==> config.mk <==
export PLATFORM = sky130hd
export DESIGN_NAME = channel_lease
export DESIGN_NICKNAME = d
export VERILOG_FILES = /design/src/rtl/channel_pkg.sv /design/src/rtl/lease_timer.sv /design/src/rtl/channel_lease.sv
export SDC_FILE = /design/constraint.sdc
export NUM_CORES = 1
export LEC_CHECK = 0
export ABC_CLOCK_PERIOD_IN_PS = 1500
export CORE_ASPECT_RATIO = 0.8
export CORE_MARGIN = 5
export CORE_UTILIZATION = 41
export DETAILED_ROUTE_END_ITERATION = 10
export GPL_ROUTABILITY_DRIVEN = 0
export PLACE_DENSITY = 0.73
export SYNTH_ARGS = -nofsm -noshare
export SYNTH_HDL_FRONTEND = slang
export SYNTH_SLANG_ARGS = --single-unit
==> constraint.sdc <==
create_clock -name clk -period 1.5 [get_ports clk]
set_input_delay 0.225 -clock clk [delete_from_list [all_inputs] [get_ports clk]]
set_output_delay 0.225 -clock clk [all_outputs]
set_load 0.02 [all_outputs]
==> src/rtl/channel_pkg.sv <==
// Shared definitions for the channel lease block: ID geometry, grant layout and FSM states.
package channel_pkg;

    localparam int NUM_ID          = 8;
    localparam int ID_W            = 3;
    localparam int GRANT_VALID_BIT = 3;
    localparam int STAT_W          = 8;

    localparam logic [STAT_W-1:0] STAT_MAX = '1;

    typedef enum logic [1:0] {
        IDLE,
        LEASE,
        COOLDOWN
    } lease_state_t;

    function automatic logic [NUM_ID-1:0] id_onehot(input logic [ID_W-1:0] id);
        return NUM_ID'(1) << id;
    endfunction

endpackage

==> src/rtl/lease_timer.sv <==
// Loadable down-counter that stops at zero; zero flags the final cycle of a lease.
module lease_timer #(
    parameter int WIDTH = 4
) (
    input  logic             clk,
    input  logic             rst,
    input  logic             load,
    input  logic [WIDTH-1:0] load_val,
    input  logic             en,
    output logic             zero
);

    logic [WIDTH-1:0] count;

    // NOTE: sequential state is always written with <=; blocking assignments here would race with readers.
    always_ff @(posedge clk) begin
        if (rst) begin
            count <= '0;
        end else if (load) begin
            count <= load_val;
        end else if (en && count != '0) begin
            count <= count - 1'b1;
        end
    end

    assign zero = (count == '0);

endmodule

==> src/rtl/channel_lease.sv <==
// Time-limited channel lease: one granted ID owns the channel until done or timeout, then cooldown.
// Optional per-ID grant statistics are built when CHANNEL_LEASE_STATS_EN is defined.
module channel_lease
    import channel_pkg::*;
#(
    parameter int LEASE_CYCLES    = 8,
    parameter int COOLDOWN_CYCLES = 1
) (
    input  logic                clk,
    input  logic                rst,
    input  logic [3:0]          grant,
    input  logic [NUM_ID-1:0]   done,
    output logic [NUM_ID-1:0]   ack,
    output logic [ID_W-1:0]     owner,
    output logic                busy,
    output logic                expired,
    input  logic [ID_W-1:0]     stat_sel,
    output logic [STAT_W-1:0]   stat_count
);

    localparam int TIMER_W = $clog2(LEASE_CYCLES + 1);
    // Timer holds the remaining lease cycles after the current one, so zero marks the last cycle.
    localparam logic [TIMER_W-1:0] LEASE_LOAD = TIMER_W'(LEASE_CYCLES - 1);
    localparam logic [3:0] COOL_LOAD = (COOLDOWN_CYCLES == 0) ? 4'd0 : 4'(COOLDOWN_CYCLES - 1);

    lease_state_t    state;
    logic [3:0]      cool_cnt;
    logic            grant_valid;
    logic [ID_W-1:0] grant_id;
    logic            accept;
    logic            owner_done;
    logic            timer_zero;

    assign grant_valid = grant[GRANT_VALID_BIT];
    assign grant_id    = grant[ID_W-1:0];
    assign accept      = (state == IDLE) && grant_valid;
    assign owner_done  = done[owner];

    lease_timer #(
        .WIDTH (TIMER_W)
    ) u_timer (
        .clk      (clk),
        .rst      (rst),
        .load     (accept),
        .load_val (LEASE_LOAD),
        .en       (state == LEASE),
        .zero     (timer_zero)
    );

    always_ff @(posedge clk) begin
        if (rst) begin
            state    <= IDLE;
            ack      <= '0;
            owner    <= '0;
            busy     <= 1'b0;
            expired  <= 1'b0;
            cool_cnt <= '0;
        end else begin
            expired <= 1'b0;
            case (state)
                IDLE: begin
                    if (grant_valid) begin
                        state <= LEASE;
                        owner <= grant_id;
                        ack   <= id_onehot(grant_id);
                        busy  <= 1'b1;
                    end
                end
                LEASE: begin
                    // A release on the final lease cycle wins over the timeout.
                    if (owner_done || timer_zero) begin
                        ack     <= '0;
                        expired <= !owner_done;
                        if (COOLDOWN_CYCLES == 0) begin
                            state <= IDLE;
                            busy  <= 1'b0;
                        end else begin
                            state    <= COOLDOWN;
                            cool_cnt <= COOL_LOAD;
                        end
                    end
                end
                COOLDOWN: begin
                    if (cool_cnt == '0) begin
                        state <= IDLE;
                        busy  <= 1'b0;
                    end else begin
                        cool_cnt <= cool_cnt - 1'b1;
                    end
                end
                default: begin
                    state <= IDLE;
                    ack   <= '0;
                    busy  <= 1'b0;
                end
            endcase
        end
    end

`ifdef CHANNEL_LEASE_STATS_EN
    logic [STAT_W-1:0] grant_cnt [NUM_ID];

    // NOTE: the counter array is cleared on reset because it is architectural state, not bulk storage.
    always_ff @(posedge clk) begin
        if (rst) begin
            for (int i = 0; i < NUM_ID; i++) begin
                grant_cnt[i] <= '0;
            end
        end else if (accept && grant_cnt[grant_id] != STAT_MAX) begin
            grant_cnt[grant_id] <= grant_cnt[grant_id] + 1'b1;
        end
    end

    assign stat_count = grant_cnt[stat_sel];
`else
    logic unused_stat_sel;

    assign unused_stat_sel = ^stat_sel;
    assign stat_count      = '0;
`endif

endmodule

==> results of run 1 <==
-- sequential cells by signal, indices dropped and copies added, names as in the netlist --
signal and flops:
ack 8, busy 1, cool_cnt 4, expired 1, owner 3, state 2, u_timer.count 4
-- cell usage in the layout, fill, tap and decap left out, drive strengths merged, types with 2 or more instances in the layout --
cell type and instances:
conb 8, nand2 6, o31ai 8, or3b 2, ha 2, nand3b 5
xnor2 3, clkbuf 4, nand3 7, inv 15, buf 17, and3 2
nor2 6, clkdlybuf4s50 13, a21oi 8, dfxtp 23, dlymetal6s2s 3, o21ai 3
nand2b 2, nor3 5, mux2i 7, dlygate4sd2 10
-- report_power, final --
group | total [mW] | switching [mW] | internal, mW | leakage (nW)
Clock | 0.293 | 0.189 | 0.104 | 0.0150
Sequential | 0.668 | 0.0236 | 0.644 | 0.189
Combinational | 0.424 | 0.210 | 0.214 | 0.517
Total | 1.38 | 0.423 | 0.962 | 0.721
-- how the worst min path moves through the flow --
stage / cells past startpoint / endpoint / start
detailed placement: 2 / ack[0]$_SDFFE_PP0P_ / ack[0]$_SDFFE_PP0P_
CTS: 2 / ack[0]$_SDFFE_PP0P_ / ack[0]$_SDFFE_PP0P_
global route: 2 / ack[2]$_SDFFE_PP0P_ / ack[2]$_SDFFE_PP0P_
floorplan: 1 / cool_cnt[1]$_SDFFE_PP0P_ / rst
global placement: 2 / ack[6]$_SDFFE_PP0P_ / ack[6]$_SDFFE_PP0P_
finish: 2 / ack[7]$_SDFFE_PP0P_ / ack[7]$_SDFFE_PP0P_
-- layout make-up --
class                   instances  area share
multi-input cells              87       0.397
well taps                      38      0.0287
repair buffers                 43       0.243
clock buffers                   4      0.0158
inverters                      15      0.0339
flip-flops and latches         23       0.281
-- what timing repair did --
item | 4_1_cts | 5_1_grt
resized for setup | 15 | 19
buffers inserted | 1 | 2
setup endpoints to repair | 22 | 21
hold buffers | 0 | 0
pin swaps | 2 | 5
-- worst max-delay path, delay by kind of cell, from the launching register on --
family / cells / cell delay (ps)
AOI/OAI and AO/OA: 2 / 260
DFF: 1 / 400
muxes: 2 / 670
buffers and inverters: 1 / 140
-- logic make-up (layout without fill, tap and decap cells) --
family	after synthesis	count (layout)	share of synthesized area
AND/OR/NAND/NOR	40	40	0.196
buffers and inverters	28	62	0.123
XOR/XNOR	4	4	0.0299
AO/OA/AOI/OAI	25	25	0.156
adder cells (fa/ha/maj)	2	2	0.0213
multiplexers	8	8	0.0789
flip-flops	23	23	0.392
other	1	8	0.00320
-- layer usage --
metal,global-route usage,routed length [um]
met5,0,0
met3,0.0537,125
met4,0.0164,0
met2,0.225,1380
met1,0.165,1200
==> run_results.csv, run 1 <==
group,metric,value,unit
cells_and_area,design_area,0.00166,mm^2
timing,setup_viol,10,
timing,setup_slack,-66.7,ps
placement,dp_hpwl,2070,um
floorplan,die_area,0.00404,mm^2
clock_tree,clockRootBuffer,"clkbuf_4",
cells_and_area,fill_cells,257,
cells_and_area,final_util,0.605,
routing,wire_per_inst,12.9,um
power_and_ir_drop,p_leak,0.721,nW
yosys,synth_common_cells,"dfxtp_1, inv_1, buf_4, o31ai_1",
clock_tree,cts-htree-levels,1,
routing,drc_errors,0,
min_path,worstHoldPathType,"flip-flop to flip-flop",
floorplan,fp-row-count,17,
routing,drtPass1Iterations,4,
yosys,synth_flop_cell,"dfxtp_1",
cells_and_area,insertedDiodeCount,0,
yosys,yosys-top-cells-area,"dfxtp_1, mux2i_1, buf_4, o31ai_1, inv_1",
floorplan,die-width,69.8,um
critical_path,slowest_stage,"mux4_2",
critical_path,crit_arrival,1780,ps
routing,drt-initial-drc-count,60,
global_route,grt_pass1_wl,4370,um
run,cap_violations,0,
yosys,yosys_register_bits,23,
cells_and_area,layout-drive-gt1-share,0.262,
placement,place_ws,-370,ps
global_route,grt_antenna_before_repair,0,
critical_path,r2r_cells,5,
critical_path,startpoint,"owner[0]$_SDFFE_PP0P_",
routing,num_vias,1020,
yosys,synthesis.area,0.00117,mm^2
timing,fin_hold_ws,471,ps
timing,clock_skew,5.82,ps
yosys,async_reset_ff_frac,0,
power_and_ir_drop,peakVddDrop,0.570,mV
timing,max_freq,638,MHz
cells_and_area,regArea,467,um^2
clock_tree,clock_sinks,23,
critical_path,r2r_start,"owner[0]$_SDFFE_PP0P_",
critical_path,r2r_slack,-70,ps
cells_and_area,nNetsFinal,192,
timing,finalCritPeriodShare,1.04,
critical_path,critPathMaxStageDelay,550,ps
global_route,overflow,0,
global_route,grt_max_degree,13,
yosys,synth_area_leader_cell,"dfxtp_1",
timing,period_needed,1570,ps
placement,port_buffers,26,
placement,place_area,0.00153,mm^2
timing,slew_violations,0,
floorplan,core,0.00274,mm^2
clock_tree,cts_inserted_buffers,3,
cells_and_area,area_delta_synth_final,41.4,%
yosys,synth_edf_count,0,
power_and_ir_drop,power_density,835,mW/mm^2
critical_path,endpoint_kind,"flip-flop",
yosys,synth.most_common_cell,"dfxtp_1",
global_route,grt_pass1_vias,983,
yosys,synth_top_area_frac,0.392,
critical_path,required,1720,ps
clock_tree,cts_tree,"yes",
critical_path,critPathLaunchType,"flip-flop",
timing,rsz0062_at_grt,"yes",
timing,report.final.hold_viol_count,0,
routing,drt-total-wl,2710,um
critical_path,endpoint,"ack[3]$_SDFFE_PP0P_",
clock_tree,clk_latency,310,ps
floorplan,ios,38,
placement,numPlacedInstances,203,
clock_tree,path_clk_slew,130,ps
cells_and_area,multiInputGateArea,659,um^2
critical_path,worstPathMaxFanout,8,
critical_path,reg2reg_to,"ack[3]$_SDFFE_PP0P_",
clock_tree,cts_buffer_depth,2,
floorplan,die_h,57.9,um
routing,avgViaCountPerCell,4.86,
critical_path,critical_path.cell_chain,"mux2i_1, mux4_2, a21oi_4, buf_12, o31ai_2",
yosys,yosysSeqAreaShare,0.392,
yosys,synth_cell_types,38,
yosys,avgSynthCellArea,8.96,um^2
floorplan,initial_core_util,0.428,
routing,ant_nets,0,
run_status,violations,"negative setup slack",
global_route,grt_usage,0.133,
yosys,syn_inst,131,
critical_path,critical_path_class,"flip-flop to flip-flop",
power_and_ir_drop,total_power,1.38,mW
yosys,yosysWarnings,0,
cells_and_area,fin_cells,210,
timing,fin_tns_setup,-561,ps
run_status,status,"finished, violations left",
(Power assumes the default switching activity.)
==> run 2: changes to the inputs <==
--- a/config.mk
+++ b/config.mk
@@ -7,7 +7,7 @@
 export LEC_CHECK = 0
 export ABC_CLOCK_PERIOD_IN_PS = 1500
 export CORE_ASPECT_RATIO = 0.8
-export CORE_MARGIN = 5
+export CORE_MARGIN = 4
 export CORE_UTILIZATION = 41
 export DETAILED_ROUTE_END_ITERATION = 10
 export GPL_ROUTABILITY_DRIVEN = 0
==> run 2 against run 1 <==
The flow still finishes with violations (negative setup slack). Setup slack got worse by 2.2 ps. Largest power group unchanged. Clock-buffer cell count did not move. Die area fell by 6.2%. Register-to-register slack barely moved. Sequential cell count did not move. Largest cell class unchanged. Power fell by 3.6%. Combinational power fell by 10%. Highest routed layer is now met4.
==> run_results.csv, run 2 (synthesis gave the netlist of run 1 again) <==
group,metric,value,unit
run_status,status,"finished, violations left",
run_status,violations,"negative setup slack",
floorplan,core,0.00274,mm^2
power_and_ir_drop,power_density,832,mW/mm^2
clock_tree,clk_latency,310,ps
timing,setup_viol,10,
timing,setup_slack,-68.9,ps
critical_path,critical-path-top-delay-family,"simple AND/OR/NAND/NOR gates",
global_route,grt_pass1_wl,4250,um
routing,drt-initial-drc-count,60,
clock_tree,path_clk_slew,130,ps
power_and_ir_drop,pwr-share-comb,0.286,
timing,slew_violations,0,
cells_and_area,reg_top3,"ack (8), cool_cnt (4), u_timer.count (4)",
clock_tree,cts_tree,"yes",
power_and_ir_drop,p_int,940,uW
routing,drt-total-wl,2450,um
clock_tree,clock_sinks,23,
cells_and_area,nNetsFinal,191,
global_route,grt_usage,0.140,
cells_and_area,largest_reg_flops,8,
cells_and_area,final_common_cell,"dfxtp_1",
critical_path,reg2reg_to,"ack[4]$_SDFFE_PP0P_",
min_path,worstHoldPathType,"flip-flop to flip-flop",
critical_path,required,1700,ps
clock_tree,cts_buffer_depth,2,
critical_path,critPathMaxStageDelay,380,ps
timing,clock_skew,10.6,ps
critical_path,critical_path_class,"flip-flop to flip-flop",
placement,place_ws,-349,ps
clock_tree,cts-htree-levels,1,
critical_path,r2r_cells,6,
floorplan,ios,38,
cells_and_area,area_delta_synth_final,36.7,%
power_and_ir_drop,power.share.sequential,0.499,
critical_path,crit_buf_inv,1,
global_route,overflow,0,
global_route,grt_max_degree,13,
timing,max_freq,637,MHz
timing,period_needed,1570,ps
placement,numPlacedInstances,202,
routing,wire_per_inst,11.7,um
critical_path,startpoint,"u_timer.count[0]$_SDFFE_PP0P_",
routing,num_vias,1042,
cells_and_area,multiInputGateArea,624,um^2
routing,ant_nets,0,
cells_and_area,regArea,467,um^2
cells_and_area,layout-drive-gt1-share,0.216,
critical_path,critPathLaunchType,"flip-flop",
floorplan,initial_core_util,0.428,
critical_path,worstPathMaxFanout,8,
placement,port_buffers,26,
floorplan,die-width,67.8,um
floorplan,die_h,55.9,um
run,cap_violations,0,
cells_and_area,fin_cells,209,
floorplan,fp-row-count,17,
floorplan,die_area,0.00379,mm^2
critical_path,critical_path.cell_chain,"inv_2, ha_4, or3b_4, and2_4, a21oi_4, o31ai_1",
routing,drc_errors,0,
placement,dp_hpwl,1830,um
clock_tree,clockRootBuffer,"clkbuf_4",
cells_and_area,layout_common_cells,"dfxtp_1, buf_4, inv_1, clkdlybuf4s50_1, dlygate4sd2_1",
clock_tree,hold_buffers,0,
timing,fin_hold_ws,455,ps
critical_path,path_depth,6,
cells_and_area,fill_cells,233,
power_and_ir_drop,p_leak,0.704,nW
global_route,grt_pass1_vias,1035,
global_route,grt_antenna_before_repair,0,
critical_path,endpoint,"ack[4]$_SDFFE_PP0P_",
routing,drtPass1Iterations,4,
power_and_ir_drop,peakVddDrop,0.498,mV
critical_path,crit_arrival,1770,ps
critical_path,slowest_stage,"or3b_4",
critical_path,endpoint_kind,"flip-flop",
power_and_ir_drop,p_switching,395,uW
power_and_ir_drop,swShare,0.296,
power_and_ir_drop,total_power,1.33,mW
timing,report.final.hold_viol_count,0,
clock_tree,cts_inserted_buffers,3,
timing,finalCritPeriodShare,1.05,
cells_and_area,insertedDiodeCount,0,
power_and_ir_drop,p_clk_frac,0.215,
critical_path,r2r_start,"u_timer.count[0]$_SDFFE_PP0P_",
timing,rsz0062_at_grt,"yes",
routing,avgViaCountPerCell,4.99,
cells_and_area,top_register,"ack",
critical_path,r2r_slack,-70,ps
==> run 2: layout make-up <==
class                   instances  area share
repair buffers                 42       0.239
clock buffers                   4      0.0164
flip-flops and latches         23       0.291
inverters                      15      0.0351
multi-input cells              87       0.389
well taps                      38      0.0296
==> run 2: routing by layer <==
layer,track usage,up-vias,part of all wire
met3,0.0465,2,0.062
met1,0.178,489,0.46
li1,-,520,-
met4,0.0255,0,0.0033
met2,0.229,31,0.47
met5,0,-,0
==> run 2: what timing repair did <==
item	CTS	global route
gates resized for setup	20	7
endpoints found under the setup margin	18	19
pin swaps	6	4
buffers inserted	2	1
==> run 2: worst reg2reg max path, stage by stage, from the launching register on <==
cell and delay [ps]:
dfxtp_2 350, inv_2 60, ha_4 120, or3b_4 380, and2_4 170, a21oi_4 260
o31ai_1 120
==> run 2: power by group through the flow <==
stage | Clock (mW) | Sequential (mW) | Combinational [mW]
4_1_cts | 0.304 | 0.667 | 0.361
2_1_floorplan | 0 | 0.697 | 0.200
3_5_place_dp | 0 | 0.678 | 0.343
3_3_place_gp | 0 | 0.677 | 0.338
6_report | 0.287 | 0.666 | 0.381
5_1_grt | 0.323 | 0.672 | 0.414
==> run 2: worst min-delay path by stage <==
stage / to / start / depth (start not counted) / slack (ps)
detailed placement: ack[7]$_SDFFE_PP0P_ / ack[7]$_SDFFE_PP0P_ / 2 / 460
floorplan: cool_cnt[1]$_SDFFE_PP0P_ / rst / 1 / 330
global placement: ack[3]$_SDFFE_PP0P_ / ack[3]$_SDFFE_PP0P_ / 2 / 450
global route: ack[3]$_SDFFE_PP0P_ / ack[3]$_SDFFE_PP0P_ / 2 / 490
CTS: ack[0]$_SDFFE_PP0P_ / ack[0]$_SDFFE_PP0P_ / 2 / 460
finish: ack[0]$_SDFFE_PP0P_ / ack[0]$_SDFFE_PP0P_ / 2 / 450
==> run 2: per-stage QoR <==
stage | util | instance area [um^2] | setup TNS (ps)
2_1_floorplan | - | 1200 | -582
3_3_place_gp | 0.554 | 1520 | -4980
3_5_place_dp | 0.554 | 1520 | -5300
4_1_cts | 0.573 | 1570 | -381
5_1_grt | 0.585 | 1600 | -1050
6_report | 0.585 | 1600 | -506
==> RTL edit 1 (config.mk and constraints of run 2) <==
Put one more register stage on the output `expired`, without a reset. The value now appears one clock later. The other outputs are not delayed to match.
--- a/src/rtl/channel_lease.sv
+++ b/src/rtl/channel_lease.sv
@@ -22,6 +22,8 @@
     // Timer holds the remaining lease cycles after the current one, so zero marks the last cycle.
     localparam logic [TIMER_W-1:0] LEASE_LOAD = TIMER_W'(LEASE_CYCLES - 1);
     localparam logic [3:0] COOL_LOAD = (COOLDOWN_CYCLES == 0) ? 4'd0 : 4'(COOLDOWN_CYCLES - 1);
+
+    logic expired_s0;
 
     lease_state_t    state;
     logic [3:0]      cool_cnt;
@@ -53,10 +55,10 @@
             ack      <= '0;
             owner    <= '0;
             busy     <= 1'b0;
-            expired  <= 1'b0;
+            expired_s0 <= 1'b0;
             cool_cnt <= '0;
         end else begin
-            expired <= 1'b0;
+            expired_s0 <= 1'b0;
             case (state)
                 IDLE: begin
                     if (grant_valid) begin
@@ -70,7 +72,7 @@
                     // A release on the final lease cycle wins over the timeout.
                     if (owner_done || timer_zero) begin
                         ack     <= '0;
-                        expired <= !owner_done;
+                        expired_s0 <= !owner_done;
                         if (COOLDOWN_CYCLES == 0) begin
                             state <= IDLE;
                             busy  <= 1'b0;
@@ -119,5 +121,9 @@
     assign stat_count      = '0;
 `endif
 
+    always_ff @(posedge clk) begin
+        expired <= expired_s0;
+    end
+
 endmodule
 
Formal check against the unedited RTL: not equivalent (Yosys sat finds a counterexample within 10 cycles, from zero or initial values and one cycle with rst high).
==> RTL edit 1 against run 2 <==
The flow still finishes with violations (setup timing). Cell area up 6.6%. Worst setup slack worse by 13 ps. Combinational power up 13%. Area after synthesis up 1.7%. Sequential cell count up 1. Sequential share of layout area down 0.62 points. Count of clock-buffer cells in the layout down 1. Final cell count up 1.9%. Wire length up 15%. Critical path depth down 2. Synthesized cell count up 0.76%. Clock power up 62%. Power up 19%. Critical path type unchanged. Largest power group unchanged. Highest routed layer unchanged.
==> RTL edit 1: results (changes against run 2) <==
* Status: finished, violations left (unchanged)
* Failing checks: setup timing (unchanged)
* CTS sink count at 24 (was 23)
* Placed cells at 203 (was 202)
* Register area share after synthesis at 40.3% (was 39.2%)
* Final Skew at 10.2 ps (was 10.6 ps)
* Largest net degree at the start of global routing at 15 (was 13)
* Synth Area in Adders at 2.10% (was 2.13%)
* Htree depth at 1 (unchanged)
* Finished Cell Area at 0.00171 mm^2 (was 0.00160 mm^2)
* Int Power at 0.00116 W (was 0.000940 W)
* Placed cell areas at 0.00154 mm^2 (was 0.00152 mm^2)
* Area occupied by multi-input gates at 657 um^2 (was 624 um^2)
* Clock tree cell share of total cell area at 3.07% (was 1.64%)
* DP Worst Slack at -356 ps (was -349 ps)
* Commonest cells post-synth: dfxtp_1 (24), inv_1 (15), buf_4 (8), o31ai_1 (8) (was dfxtp_1 (23), inv_1 (15), buf_4 (8), o31ai_1 (8))
* Final non-clock buffer share at 23.9% (about the same)
* Path type of the worst min-delay path: reg2reg (unchanged)
* CP max stage cell: mux4_2 (was or3b_4)
* Synth Area in XOR/XNOR at 2.94% (was 2.99%)
* Seq/total area at 28.5% (was 29.1%)
* # fillers at 246 (was 233)
* Seq group at 0.000695 W (was 0.000666 W)
* WL/cell at 13.2 um (was 11.7 um)
* Critical path's largest stage delay at 550 ps (was 380 ps)
* CP arrival at 1800 ps (was 1770 ps)
* Bufs w/o clock at 45 (was 42)
* DRT iter0 DRCs at 47 (was 60)
* Power Combinational at 0.000432 W (was 0.000381 W)
* Setup TNS at -681 ps (was -506 ps)
* Die width at 68.3 um (was 67.8 um)
* Comb power frac at 27.2% (was 28.6%)
* Hpwl dp at 2.06 mm (was 1.83 mm)
* Synth area leaders: dfxtp_1 (40%), mux2i_1 (5.9%), buf_4 (5.0%), o31ai_1 (5.0%), inv_1 (4.7%) (was dfxtp_1 (39%), mux2i_1 (6.0%), buf_4 (5.1%), o31ai_1 (5.1%), inv_1 (4.8%))
* First-pass GRT wire length at 4.63 mm (was 4.25 mm)
* WHS Path Cells at 0 (was 2)
* Mux share of post-synthesis cell area at 7.76% (was 7.89%)
* Routed WL at 2.81 mm (was 2.45 mm)
* Vias in the first global route at 1083 (was 1035)
* R2R depth at 4 (was 6)
* Gr usage total at 15.4% (was 14.0%)
* Compound-Gate Fraction of Synth Area at 15.3% (was 15.6%)
* Worst Setup Slack, final at -82.1 ps (was -68.9 ps)
* Vias per cell at 4.95 (was 4.99)
* Post-Synthesis Cells at 132 (was 131)
* Leak at 0.751 nW (was 0.704 nW)
* Setup-failing EPs final at 13 (was 10)
* Fraction of layout cells with a size suffix above 1 at 26.3% (was 21.6%)
* VDD IR-drop max at 575 uV (was 498 uV)
## RTL edit 1: critical path, delay by kind of cell, from the launching register on
family          cells  cell delay (ps)
flops               1              390
mux                 2              660
compound gates      2              440
## RTL edit 1: worst paths after layout
path	from	to	slack [ps]
worst min register to register	expired_s0	expired	350
worst max register to register	owner[0]	ack[6]	-80
worst max-delay path	owner[0]	ack[6]	-80
worst min-delay path	expired_s0	expired	350
## RTL edit 1: per-layer routing
layer  track usage (%)  vias up  wire length [um]
li1                  -      526                 -
met1              18.7      498              1250
met2              26.4       29              1410
met3              5.80        2               145
met4              1.42        0                 8
met5                 0        -                 0
## RTL edit 1: repair_timing
item	CTS	global route
hold buffers	0	0
setup buffers	5	1
endpoints found under the setup margin	20	20
resized for setup	20	14
pin swaps	6	9
==> RTL edit 2 (flow settings as in run 2) <==
Made on the original files. Build with the macro `CHANNEL_LEASE_STATS_EN` defined.
--- a/src/rtl/channel_lease.sv
+++ b/src/rtl/channel_lease.sv
@@ -1,5 +1,7 @@
 // Time-limited channel lease: one granted ID owns the channel until done or timeout, then cooldown.
 // Optional per-ID grant statistics are built when CHANNEL_LEASE_STATS_EN is defined.
+`define CHANNEL_LEASE_STATS_EN
+
 module channel_lease
     import channel_pkg::*;
 #(
Check against the original RTL: not equivalent (Yosys sat finds a counterexample within 4 cycles, from zero or initial values and one cycle with rst high).
==> RTL edit 2 against run 2 <==
The flow still finishes with violations (setup timing). Sequential cell count up 64. Non-clock buffer count rose by 106. Clock power grew to 8.0 times the old value. Worst setup slack lost 940 ps. Power grew to 5.0 times the old value. Wire length rose to 6.5 times the old value. Cell area rose to 4.4 times the old value. Sequential power grew to 4.2 times the old value. Highest routed layer unchanged. Maximum frequency is 38% lower. Area after synthesis rose to 3.9 times the old value. Final cell count rose to 3.1 times the old value. First-iteration DRC count increased to 6.7 times the old value. Die area grew to 3.4 times the old value.
==> RTL edit 2: results (changes against run 2) <==
* Setup TNS at -127060 ps (was -506 ps)
* CP max stage cell: mux4_2 (was or3b_4)
* Compound-Gate Fraction of Synth Area at 6.28% (was 15.6%)
* Failing checks: setup timing (unchanged)
* Vias in the first global route at 3927 (was 1035)
* # fillers at 781 (was 233)
* Number of flops mapped to enable cells by yosys at 64 (was 0)
* Avg Inst Size Synth at 12.3 um^2 (was 8.96 um^2)
* Critical path's largest stage delay at 520 ps (was 380 ps)
* Status: finished, violations left (unchanged)
* Mux share of post-synthesis cell area at 18.9% (was 7.89%)
* Reg2reg start: grant_cnt[6][1] (was u_timer.count[0])
* Vias per cell at 5.96 (was 4.99)
* Register area share after synthesis at 52.0% (was 39.2%)
* Reg clk slew, reported paths at 70 ps (was 130 ps)
* VDD IR-drop max at 672 uV (was 498 uV)
* Synth area leaders: edfxtp_1 (42%), mux4_2 (13%), dfxtp_1 (10%), mux2_2 (4.2%), nor3_1 (3.8%) (was dfxtp_1 (39%), mux2i_1 (6.0%), buf_4 (5.1%), o31ai_1 (5.1%), inv_1 (4.8%))
* Gr usage total at 23.6% (was 14.0%)
* Worst Setup Slack, final at -1010 ps (was -68.9 ps)
* Largest net degree at the start of global routing at 21 (was 13)
* Synth Area in Adders at 0.819% (was 2.13%)
* Hpwl dp at 10.6 mm (was 1.83 mm)
* Num CTS Buffers at 9 (was 3)
* Setup-failing EPs final at 151 (was 10)
* Clock latency on the worst-skew pair at 340 ps (was 310 ps)
* Largest regs: grant_cnt (64), ack (8) (was ack (8), cool_cnt (4), u_timer.count (4))
* Worst reg2reg path endpoint: grant_cnt[3][3] (was ack[4])
* Vias post-DR at 3920 (was 1042)
* Final Skew at 7.67 ps (was 10.6 ps)
* DRT iter0 DRCs at 403 (was 60)
* Htree depth at 3 (was 1)
[RTL edit 2: changes by cell type after synthesis, sizes merged, moves of 9 or more]
cell,before,now
edfxtp,0,64
mux2,0,18
mux4,1,28
nand2,6,42
nor2,6,37
nor3,5,35
nor4,0,9
o21bai,0,10
[RTL edit 2: repair_timing]
action	CTS	global route
gates cloned	2	0
setup buffers	13	8
hold endpoints to repair	0	0
pin swaps	30	26
gates resized for setup	115	49
endpoints found under the setup margin	166	155
[RTL edit 2: how the worst max path moves through the flow]
stage	startpoint	end	slack (ps)	cells past startpoint
2_1_floorplan	grant[1]	grant_cnt[3][0]	-910	11
4_1_cts	grant_cnt[6][1]	grant_cnt[5][2]	-1000	9
3_3_place_gp	grant[1]	grant_cnt[2][2]	-1460	11
6_report	grant_cnt[6][1]	grant_cnt[3][3]	-1010	8
3_5_place_dp	grant[1]	grant_cnt[2][6]	-1550	10
5_1_grt	grant_cnt[6][1]	grant_cnt[7][4]	-1040	8
[RTL edit 2: area by class of cell]
| type | instances | area (um^2) | area share, % |
|---|---|---|---|
| clock buffers | 10 | 229 | 3.25 |
| clock inverters | 6 | 76.3 | 1.08 |
| inverters | 8 | 30.0 | 0.427 |
| multi-input cells | 255 | 2660 | 37.8 |
| flip-flops and latches | 87 | 2390 | 33.9 |
| well taps | 144 | 180 | 2.56 |
| repair buffers | 148 | 1470 | 20.9 |
[RTL edit 2: worst register-to-register path: cells and delay by family, from the launching register on]
| kind | cells | cell delay [ps] |
|---|---|---|
| muxes | 2 | 830 |
| DFF | 1 | 470 |
| adders and majority gates | 1 | 160 |
| AOI/OAI and AO/OA | 1 | 280 |
| and+or+nand+nor | 3 | 250 |
| buffers and inverters | 1 | 180 |
[RTL edit 2: per-layer routing]
layer	up-vias	GRT usage (%)	wire length, um	share of wire (%)
met5	-	0	0	0
met1	1945	30.4	5960	37
met3	36	8.65	1920	12
met2	242	37.9	7650	48
met4	0	6.84	401	2.5
li1	1697	-	-	-
[RTL edit 2: power groups by stage]
stage | registers [W] | clock network (W) | logic, W
4_1_cts | 0.00279 | 0.00230 | 0.00139
5_1_grt | 0.00280 | 0.00244 | 0.00159
3_5_place_dp | 0.00284 | 0 | 0.00127
3_3_place_gp | 0.00283 | 0 | 0.00123
2_1_floorplan | 0.00280 | 0 | 0.000689
6_report | 0.00280 | 0.00231 | 0.00153
[RTL edit 2: cells by family (layout without fill, tap and decap cells)]
family | count (synthesis) | count (layout)
multiplexers | 49 | 49
AND/OR/NAND/NOR | 151 | 151
AO/OA/AOI/OAI | 41 | 41
XOR/XNOR | 11 | 11
buffers and inverters | 30 | 172
adder cells (fa/ha/maj) | 3 | 3
flip-flops | 87 | 87
